===== src/rtl/instr_encoder_pkg.sv =====
// ============================================================================
//  enc_pkg
//  Shared MIPS encodings for the instruction encoder and the core decoder:
//  op-class enum, opcode/funct constants, field positions, packing helpers.
//  Optional feature macro: INSTR_ENCODER_LI_EN (adds the LI2 FSM state).
//  Revision: 1.0  initial release
// ============================================================================
`default_nettype none

package enc_pkg;

  // Symbolic operation classes accepted on the request channel
  typedef enum logic [3:0] {
    OP_ADDU  = 4'd0,
    OP_SUBU  = 4'd1,
    OP_AND   = 4'd2,
    OP_OR    = 4'd3,
    OP_SLTU  = 4'd4,
    OP_LW    = 4'd5,
    OP_SW    = 4'd6,
    OP_BEQ   = 4'd7,
    OP_ADDIU = 4'd8,
    OP_J     = 4'd9,
    OP_LUI   = 4'd10,
    OP_ORI   = 4'd11,
    OP_BLTZ  = 4'd12,
    OP_LI    = 4'd13
  } op_class_e;

  // Primary opcodes
  localparam logic [5:0] OPC_SPECIAL = 6'b000000;
  localparam logic [5:0] OPC_REGIMM  = 6'b000001;
  localparam logic [5:0] OPC_J       = 6'b000010;
  localparam logic [5:0] OPC_BEQ     = 6'b000100;
  localparam logic [5:0] OPC_ADDIU   = 6'b001001;
  localparam logic [5:0] OPC_ORI     = 6'b001101;
  localparam logic [5:0] OPC_LUI     = 6'b001111;
  localparam logic [5:0] OPC_LW      = 6'b100011;
  localparam logic [5:0] OPC_SW      = 6'b101011;

  // R-type function codes
  localparam logic [5:0] FN_ADDU = 6'b100001;
  localparam logic [5:0] FN_SUBU = 6'b100011;
  localparam logic [5:0] FN_AND  = 6'b100100;
  localparam logic [5:0] FN_OR   = 6'b100101;
  localparam logic [5:0] FN_SLTU = 6'b101011;

  // Field LSB positions inside the 32-bit word
  localparam int OPC_POS    = 26;
  localparam int RS_POS     = 21;
  localparam int RT_POS     = 16;
  localparam int RD_POS     = 11;
  localparam int SHAMT_POS  = 6;
  localparam int FUNCT_POS  = 0;
  localparam int IMM_POS    = 0;
  localparam int TARGET_POS = 0;

  // Encoder FSM states; LI2 only exists when the LI pseudo-op is built in
`ifdef INSTR_ENCODER_LI_EN
  typedef enum logic [0:0] {
    ST_IDLE = 1'b0,
    ST_LI2  = 1'b1
  } state_e;
`else
  typedef enum logic [0:0] {
    ST_IDLE = 1'b0
  } state_e;
`endif

  function automatic logic [31:0] enc_r(input logic [4:0] rs, input logic [4:0] rt,
                                        input logic [4:0] rd, input logic [5:0] funct);
    logic [31:0] w;
    w = '0;
    w[OPC_POS +: 6]   = OPC_SPECIAL;
    w[RS_POS +: 5]    = rs;
    w[RT_POS +: 5]    = rt;
    w[RD_POS +: 5]    = rd;
    w[SHAMT_POS +: 5] = 5'd0;
    w[FUNCT_POS +: 6] = funct;
    return w;
  endfunction

  function automatic logic [31:0] enc_i(input logic [5:0] opc, input logic [4:0] rs,
                                        input logic [4:0] rt, input logic [15:0] imm);
    logic [31:0] w;
    w = '0;
    w[OPC_POS +: 6]  = opc;
    w[RS_POS +: 5]   = rs;
    w[RT_POS +: 5]   = rt;
    w[IMM_POS +: 16] = imm;
    return w;
  endfunction

  function automatic logic [31:0] enc_j(input logic [5:0] opc, input logic [25:0] target);
    logic [31:0] w;
    w = '0;
    w[OPC_POS +: 6]     = opc;
    w[TARGET_POS +: 26] = target;
    return w;
  endfunction

  // Classes that map to exactly one word (everything below LI)
  function automatic logic is_single(input logic [3:0] op);
    return (op <= OP_BLTZ);
  endfunction

  // Single-word encodings; LUI forces rs=0, BLTZ forces rt=0
  function automatic logic [31:0] encode_single(input logic [3:0] op, input logic [4:0] rs,
                                                input logic [4:0] rt, input logic [4:0] rd,
                                                input logic [31:0] imm);
    logic [31:0] w;
    case (op)
      OP_ADDU:  w = enc_r(rs, rt, rd, FN_ADDU);
      OP_SUBU:  w = enc_r(rs, rt, rd, FN_SUBU);
      OP_AND:   w = enc_r(rs, rt, rd, FN_AND);
      OP_OR:    w = enc_r(rs, rt, rd, FN_OR);
      OP_SLTU:  w = enc_r(rs, rt, rd, FN_SLTU);
      OP_LW:    w = enc_i(OPC_LW, rs, rt, imm[15:0]);
      OP_SW:    w = enc_i(OPC_SW, rs, rt, imm[15:0]);
      OP_BEQ:   w = enc_i(OPC_BEQ, rs, rt, imm[15:0]);
      OP_ADDIU: w = enc_i(OPC_ADDIU, rs, rt, imm[15:0]);
      OP_J:     w = enc_j(OPC_J, imm[25:0]);
      OP_LUI:   w = enc_i(OPC_LUI, 5'd0, rt, imm[15:0]);
      OP_ORI:   w = enc_i(OPC_ORI, rs, rt, imm[15:0]);
      OP_BLTZ:  w = enc_i(OPC_REGIMM, rs, 5'd0, imm[15:0]);
      default:  w = '0;
    endcase
    return w;
  endfunction

endpackage

`default_nettype wire


===== src/rtl/instr_encoder_if.sv =====
// ============================================================================
//  instr_encoder_if
//  Request channel (symbolic instruction in) and word channel (encoded word
//  plus byte address out), both valid/ready.
//  Revision: 1.0  initial release
// ============================================================================
`default_nettype none

interface instr_encoder_if;
  logic        in_valid;
  logic        in_ready;
  logic [3:0]  in_op;
  logic [4:0]  in_rs;
  logic [4:0]  in_rt;
  logic [4:0]  in_rd;
  logic [31:0] in_imm;
  logic        out_valid;
  logic        out_ready;
  logic [31:0] out_instr;
  logic [31:0] out_addr;

  // Producer of requests / consumer of words
  modport master (
    output in_valid, in_op, in_rs, in_rt, in_rd, in_imm, out_ready,
    input  in_ready, out_valid, out_instr, out_addr
  );

  // The encoder itself
  modport slave (
    input  in_valid, in_op, in_rs, in_rt, in_rd, in_imm, out_ready,
    output in_ready, out_valid, out_instr, out_addr
  );
endinterface

`default_nettype wire


===== src/rtl/instr_encoder_fifo.sv =====
// ============================================================================
//  enc_fifo
//  Synchronous FIFO with fall-through head, DEPTH entries (power of two, >=2)
//  of WIDTH bits. Storage resets to RESET_WORD so the head has a defined
//  value while empty.
//  Revision: 1.0  initial release
// ============================================================================
`default_nettype none

module enc_fifo #(
  parameter int                 DEPTH      = 2,
  parameter int                 WIDTH      = 64,
  parameter logic [WIDTH-1:0]   RESET_WORD = '0
) (
  input  logic             clk,
  input  logic             reset,
  input  logic             push,
  input  logic [WIDTH-1:0] push_data,
  input  logic             pop,
  output logic [WIDTH-1:0] pop_data,
  output logic             full,
  output logic             empty
);

  localparam int              AW         = $clog2(DEPTH);
  localparam logic [AW:0]     FULL_COUNT = (AW+1)'(DEPTH);
  localparam logic [AW:0]     ONE_COUNT  = (AW+1)'(1);
  localparam logic [AW-1:0]   ONE_PTR    = AW'(1);

  logic [WIDTH-1:0] mem [DEPTH];
  logic [AW-1:0]    wr_ptr;
  logic [AW-1:0]    rd_ptr;
  logic [AW:0]      count;
  logic             do_push;
  logic             do_pop;

  assign full     = (count == FULL_COUNT);
  assign empty    = (count == '0);
  assign do_push  = push && !full;
  assign do_pop   = pop && !empty;
  assign pop_data = mem[rd_ptr];

  // Storage, pointers and occupancy; a push and a pop may share a cycle
  always_ff @(posedge clk or negedge reset) begin
    if (!reset) begin
      for (int i = 0; i < DEPTH; i++) begin
        mem[i] <= RESET_WORD;
      end
      wr_ptr <= '0;
      rd_ptr <= '0;
      count  <= '0;
    end else begin
      if (do_push) begin
        mem[wr_ptr] <= push_data;
        wr_ptr      <= wr_ptr + ONE_PTR;
      end
      if (do_pop) begin
        rd_ptr <= rd_ptr + ONE_PTR;
      end
      case ({do_push, do_pop})
        2'b10:   count <= count + ONE_COUNT;
        2'b01:   count <= count - ONE_COUNT;
        default: count <= count;
      endcase
    end
  end

endmodule

`default_nettype wire


===== src/rtl/instr_encoder.sv =====
// ============================================================================
//  instr_encoder
//  Packs symbolic instruction requests into 32-bit MIPS words, tags each with
//  its byte address and queues them on a buffered valid/ready output.
//  Optional feature macro: INSTR_ENCODER_LI_EN (LI pseudo-op -> LUI + ORI).
//  Revision: 1.0  initial release
// ============================================================================
`default_nettype none

module instr_encoder
  import enc_pkg::*;
#(
  parameter logic [31:0] START_ADDR = 32'h0000_0000,
  parameter int          FIFO_DEPTH = 2
) (
  input  logic              clk,
  input  logic              reset,
  instr_encoder_if.slave    bus,
  output logic              err_illegal,
  input  logic              clear_err
);

  state_e      state;
  state_e      next_state;
  logic        run_en;
  logic        ready;
  logic        push;
  logic [31:0] push_word;
  logic [31:0] addr_cnt;
  logic        err_set;
  logic        fifo_full;
  logic        fifo_empty;
  logic [63:0] head;

`ifdef INSTR_ENCODER_LI_EN
  logic [4:0]  li_rt;
  logic [15:0] li_lo;
  logic        li_load;
`else
  // Upper immediate bits only matter for the LI pseudo-op
  logic        unused_imm_hi;
  assign unused_imm_hi = ^bus.in_imm[31:26];
`endif

  enc_fifo #(
    .DEPTH      (FIFO_DEPTH),
    .WIDTH      (64),
    .RESET_WORD ({32'h0000_0000, START_ADDR})
  ) u_fifo (
    .clk       (clk),
    .reset     (reset),
    .push      (push),
    .push_data ({push_word, addr_cnt}),
    .pop       (bus.out_ready),
    .pop_data  (head),
    .full      (fifo_full),
    .empty     (fifo_empty)
  );

  assign bus.in_ready  = ready;
  assign bus.out_valid = !fifo_empty;
  assign bus.out_instr = head[63:32];
  assign bus.out_addr  = head[31:0];

  // Keeps in_ready low while reset is held, registered so it never follows the pin combinationally
  always_ff @(posedge clk or negedge reset) begin
    if (!reset) run_en <= 1'b0;
    else        run_en <= 1'b1;
  end

  // Byte address for the next pushed word; wraps silently
  always_ff @(posedge clk or negedge reset) begin
    if (!reset)    addr_cnt <= START_ADDR;
    else if (push) addr_cnt <= addr_cnt + 32'd4;
  end

  // Sticky illegal-request flag; a new illegal request beats clear_err
  always_ff @(posedge clk or negedge reset) begin
    if (!reset)         err_illegal <= 1'b0;
    else if (err_set)   err_illegal <= 1'b1;
    else if (clear_err) err_illegal <= 1'b0;
  end

  // FSM state register
  always_ff @(posedge clk or negedge reset) begin
    if (!reset) state <= ST_IDLE;
    else        state <= next_state;
  end

`ifdef INSTR_ENCODER_LI_EN
  // Operands of an accepted LI, needed for the ORI half
  always_ff @(posedge clk or negedge reset) begin
    if (!reset) begin
      li_rt <= 5'd0;
      li_lo <= 16'd0;
    end else if (li_load) begin
      li_rt <= bus.in_rt;
      li_lo <= bus.in_imm[15:0];
    end
  end
`endif

  // Next state, handshake and word selection; in_ready never depends on out_ready
  always_comb begin
    next_state = state;
    ready      = 1'b0;
    push       = 1'b0;
    push_word  = '0;
    err_set    = 1'b0;
`ifdef INSTR_ENCODER_LI_EN
    li_load    = 1'b0;
`endif
    case (state)
      ST_IDLE: begin
        ready = run_en && !fifo_full;
        if (bus.in_valid && ready) begin
          if (is_single(bus.in_op)) begin
            push      = 1'b1;
            push_word = encode_single(bus.in_op, bus.in_rs, bus.in_rt, bus.in_rd, bus.in_imm);
`ifdef INSTR_ENCODER_LI_EN
          end else if (bus.in_op == OP_LI) begin
            push       = 1'b1;
            push_word  = enc_i(OPC_LUI, 5'd0, bus.in_rt, bus.in_imm[31:16]);
            li_load    = 1'b1;
            next_state = ST_LI2;
`endif
          end else begin
            err_set = 1'b1;
          end
        end
      end
`ifdef INSTR_ENCODER_LI_EN
      ST_LI2: begin
        if (!fifo_full) begin
          push       = 1'b1;
          push_word  = enc_i(OPC_ORI, li_rt, li_rt, li_lo);
          next_state = ST_IDLE;
        end
      end
`endif
      default: next_state = ST_IDLE;
    endcase
  end

endmodule

`default_nettype wire


===== src/flat_wrapper.sv =====
// flat-port wrapper written by rule: the top's interface ports become plain ports
module instr_encoder_flat import enc_pkg::*;
#(
  parameter logic [31:0] START_ADDR = 32'h0000_0000,
  parameter int          FIFO_DEPTH = 2
)
  (clk, reset, err_illegal, clear_err, bus_in_valid, bus_in_op, bus_in_rs, bus_in_rt, bus_in_rd, bus_in_imm, bus_out_ready, bus_in_ready, bus_out_valid, bus_out_instr, bus_out_addr);
  instr_encoder_if bus_i ();
  input  logic clk;
  input  logic reset;
  output logic err_illegal;
  input  logic clear_err;
  input wire logic [$bits(bus_i.in_valid)-1:0] bus_in_valid;
  input wire logic [$bits(bus_i.in_op)-1:0] bus_in_op;
  input wire logic [$bits(bus_i.in_rs)-1:0] bus_in_rs;
  input wire logic [$bits(bus_i.in_rt)-1:0] bus_in_rt;
  input wire logic [$bits(bus_i.in_rd)-1:0] bus_in_rd;
  input wire logic [$bits(bus_i.in_imm)-1:0] bus_in_imm;
  input wire logic [$bits(bus_i.out_ready)-1:0] bus_out_ready;
  output wire logic [$bits(bus_i.in_ready)-1:0] bus_in_ready;
  output wire logic [$bits(bus_i.out_valid)-1:0] bus_out_valid;
  output wire logic [$bits(bus_i.out_instr)-1:0] bus_out_instr;
  output wire logic [$bits(bus_i.out_addr)-1:0] bus_out_addr;
  assign bus_i.in_valid = bus_in_valid;
  assign bus_i.in_op = bus_in_op;
  assign bus_i.in_rs = bus_in_rs;
  assign bus_i.in_rt = bus_in_rt;
  assign bus_i.in_rd = bus_in_rd;
  assign bus_i.in_imm = bus_in_imm;
  assign bus_i.out_ready = bus_out_ready;
  assign bus_in_ready = bus_i.in_ready;
  assign bus_out_valid = bus_i.out_valid;
  assign bus_out_instr = bus_i.out_instr;
  assign bus_out_addr = bus_i.out_addr;
  instr_encoder #(.START_ADDR(START_ADDR), .FIFO_DEPTH(FIFO_DEPTH)) u_core (.clk(clk), .reset(reset), .bus(bus_i), .err_illegal(err_illegal), .clear_err(clear_err));
endmodule

===== config.mk =====
export PLATFORM = sky130hd
export DESIGN_NAME = instr_encoder_flat
export DESIGN_NICKNAME = d
export VERILOG_FILES = /design/src/rtl/instr_encoder_pkg.sv /design/src/rtl/instr_encoder_if.sv /design/src/rtl/instr_encoder_fifo.sv /design/src/rtl/instr_encoder.sv /design/src/flat_wrapper.sv
export SDC_FILE = /design/constraint.sdc
export NUM_CORES = 1
export LEC_CHECK = 0
export ABC_CLOCK_PERIOD_IN_PS = 2400
export CORE_MARGIN = 1.5
export CORE_UTILIZATION = 45
export DETAILED_ROUTE_END_ITERATION = 10
export GPL_ROUTABILITY_DRIVEN = 1
export GPL_TIMING_DRIVEN = 0
export PLACE_DENSITY = 0.77
export REMOVE_ABC_BUFFERS = 1
export SETUP_SLACK_MARGIN = 0.4
export SYNTH_ARGS = -nofsm -noshare
export SYNTH_HDL_FRONTEND = slang
export SYNTH_SLANG_ARGS = --single-unit

===== constraint.sdc =====
create_clock -name clk -period 2.4 [get_ports clk]
set_clock_uncertainty 0.2 [all_clocks]
set_input_delay 0.72 -clock clk [delete_from_list [all_inputs] [get_ports clk]]
set_output_delay 0.72 -clock clk [all_outputs]
set_load 0.1 [all_outputs]

==> results.txt <==
----------------------------------------------------
[Yosys]
  Average cell area after synthesis ... 10.6 µm²
  Synthesized area ... 7350 µm²
  Synth area leader ... dfrtp_1
  Prevailing post-synth register cell ... dfrtp_1
  Area share of the largest cell type after synthesis ... 0.538
  Total of warnings raised by yosys ... 0
  Number of library cell types mapped by synthesis ... 44
  Number of synthesized register bits ... 158
  Share of synthesized registers carrying an async set or reset ... 1.00
  Cell count after synthesis ... 696
  Number of flops mapped to enable cells by yosys ... 0
  Main area contributors after synthesis ... dfrtp_1, mux2_2, nand2_1, o21ai_0, xor2_1
  Sequential cell area fraction in the yosys report ... 0.538

[Clock tree]
  Longest Clk Path Bufs ... 2
  Clock insertion delay at the later pin of the skew report ... 440 ps
  Clock tree from TritonCTS ... done
  TritonCTS buffer count ... 17
  Root Buffer Master ... clkbuf_16
  Clock tree sinks ... 158
  H-Tree Depth ... 4
  Clock slew seen by the registers of the worst setup and hold paths ... 60 ps
  # hold bufs at CTS ... 0

[Detailed routing]
  Number of iterations in the first detailed-routing pass ... 5
  Final routed wire length divided by cell count ... 22.1 µm
  Number of remaining DRC errors ... 0
  WL met2 ... 12500 µm
  Routed via count divided by cell count ... 5.62
  Detailed router's first-iteration violation count ... 427
  Uppermost layer routed ... met4
  Count of nets left with antenna violations after detail routing ... 0
  Wire length on met3 ... 1390 µm
  Via count ... 6298
  Final routed wirelength across all metal layers ... 24800 µm
  Met1 layer wirelength in the final routing ... 10000 µm

[Layout]
  Layout area overhead ... 60.3%
  FILL cells ... 1012
  Total area of multi-input combinational cells ... 4300 µm²
  Layout Nets ... 948
  Post-route insts no fill ... 1120
  Finished Cell Area ... 11800 µm²
  Fraction of layout instances using a drive strength above 1 ... 0.507
  Sequential cell area ... 3970 µm²

[Placement]
  Placed cell area ... 8680 µm²
  Number of buffer cells added on primary ports ... 113
  Worst slack, placed ... -1980 ps
  Gp weighted congestion ... 0.768
  Post-detail-place hpwl ... 10000 µm
  Placed insts ... 987

[STA]
  Least setup slack across all paths after layout ... -273 ps
  Highest Clock Rate ... 374 MHz
  Unrepaired setup endpoints after global routing ... true
  Period utilization ... 1.11
  Worst rel slew slack ... 0.562
  Max-slew violation total from the final report ... 0
  Slew @ Worst Pin ... 651 ps
  Setup violation total in the final timing report ... 61
  Tmin final ... 2670 ps
  Number of hold-slack violations in the final timing report ... 0

[GRT]
  Initial antenna violation count ... 1
  Via count of the first global-routing pass ... 6130
  GRT Util Overall ... 0.268
  Aggregate global routing overflow ... 0
  Maximum number of pins on one net before global-route repair ... 93
  Wire length of the first global-routing pass ... 34000 µm

[Worst setup path]
  Kind of critical path ... reg -> out
  Required time of the worst setup path ... 1480 ps
  Startpoint types ... flop
  Arrival time at the worst endpoint ... 1750 ps
  Endpoint type of the worst setup path ... output pin
  Worst-path fanout max ... 8

[Floorplanning]
  Total die area ... 17100 µm²
  Die height ... 131 µm
  Initial cell density of the core ... 0.461
  FP Rows ... 46
  Area of the core ... 15900 µm²
  Ports ... 123
  Width of the die ... 131 µm

[Power]
  Leakage ... 5.92 nW
  IR drop worst, VDD ... 1.35 mV
  Power density over the cells ... 1220 nW/µm²

[Outcome]
  Violations in the final reports ... setup timing
  Run status ... complete, but fails checks

[Flow run]
  Total of max-cap violations ... 0

[Min path]
  Type of the most critical hold path ... in -> async

----------------------------------------------------
-- synth_stat cells, types with 5 or more instances --
cell type	count
nand4_1	9
mux2_2	106
dfrtp_1	158
nand2_1	176
buf_2	6
nor2_1	21
xnor2_1	17
o21ai_0	50
clkbuf_1	30
nand3_1	14
xor2_1	18
mux2i_1	7
nor3_1	6
a21oi_1	10
a22oi_1	10
o2bb2ai_1	5
buf_4	5
-- final timing paths --
kind                                  startpoint                     end  slack, ps  cells past startpoint
min reg2reg                u_core.u_fifo.mem[92]   u_core.u_fifo.mem[92]        270                      2
max in group asynchronous                  reset      u_core.addr_cnt[9]       1030                      2
max reg2reg                   u_core.addr_cnt[3]     u_core.addr_cnt[31]         30                      5
min in group clk           u_core.u_fifo.mem[92]   u_core.u_fifo.mem[92]        270                      2
max                         u_core.u_fifo.rd_ptr        bus_out_addr[21]       -270                      4
min                                        reset  u_core.u_fifo.mem[112]         70                      1
-- cell families (layout without fill, tap and decap cells) --
| kind of cell | after synthesis | after routing | synth area share |
|---|---|---|---|
| muxes | 113 | 113 | 0.172 |
| xor gates and xnor gates | 35 | 35 | 0.0417 |
| buffers and inverters | 49 | 242 | 0.0286 |
| adders and majority gates | 3 | 3 | 0.00476 |
| DFF | 158 | 158 | 0.538 |
| AOI/OAI and AO/OA | 86 | 86 | 0.0681 |
| and+or+nand+nor | 250 | 262 | 0.146 |
| other | 2 | 5 | 0.00102 |
-- critical path, cell delays in order (launching register included) --
cell	delay, ps
dfrtp_4	510
buf_12	160
buf_16	150
mux2_2	320
buf_12	180
-- layer usage --
metal,global-route usage,vias up
li1,-,2786
met1,0.352,3217
met2,0.454,233
met3,0.0436,62
met4,0.0918,0
met5,0,-
-- sequential cells by signal, summed over array words and instances, names as in the netlist --
name,count
u_core.run_en,1
u_core.u_fifo.mem,122
u_core.u_fifo.wr_ptr,1
u_core.err_illegal,1
u_core.u_fifo.count,2
u_core.addr_cnt,30
u_core.u_fifo.rd_ptr,1
-- what timing repair did --
action                                  4_1_cts  5_1_grt
cloned                                       20        6
gates resized for setup                     661      187
pin swaps                                    51       47
endpoints found under the setup margin      220      198
buffers inserted                             44       30
-- power by group --
part | total (mW) | internal, mW | switching, mW
logic | 7.92 | 2.96 | 4.97
registers | 3.87 | 3.29 | 0.579
clock network | 2.62 | 1.51 | 1.11
total | 14.4 | 7.76 | 6.66
-- final cells by class --
cell class,instances,area share
sequential,158,0.337
tap,216,0.0229
clock buffer,23,0.0405
clock inverter,9,0.00732
inverter,6,0.00255
multi-input combinational,503,0.365
timing repair buffer,204,0.225
antenna,1,0.000212
-- per-stage QoR --
stage,util,power [mW],hold slack (ps),TNS (ps)
2_1_floorplan,-,8.11,224,-161880
3_3_place_gp,0.538,9.42,253,-1531300
3_5_place_dp,0.544,9.49,259,-288880
4_1_cts,0.679,13.6,107,-14450
5_1_grt,0.739,14.8,136,-16260
6_report,0.739,14.4,68.9,-14620
-- cell usage in the layout (no fill, tap or decap), types with 14 or more instances in the layout --
| master | n |
|---|---|
| nand2_2 | 45 |
| o21ai_1 | 14 |
| mux2_2 | 59 |
| xor2_1 | 18 |
| nand2_4 | 32 |
| clkbuf_16 | 18 |
| o21ai_2 | 14 |
| buf_4 | 29 |
| o21ai_0 | 22 |
| buf_16 | 16 |
| clkdlybuf4s50_1 | 43 |
| mux2_4 | 47 |
| nand2_1 | 98 |
| buf_12 | 24 |
| dfrtp_1 | 144 |
| buf_6 | 86 |
No activity file was read; power rests on OpenSTA's default activity.
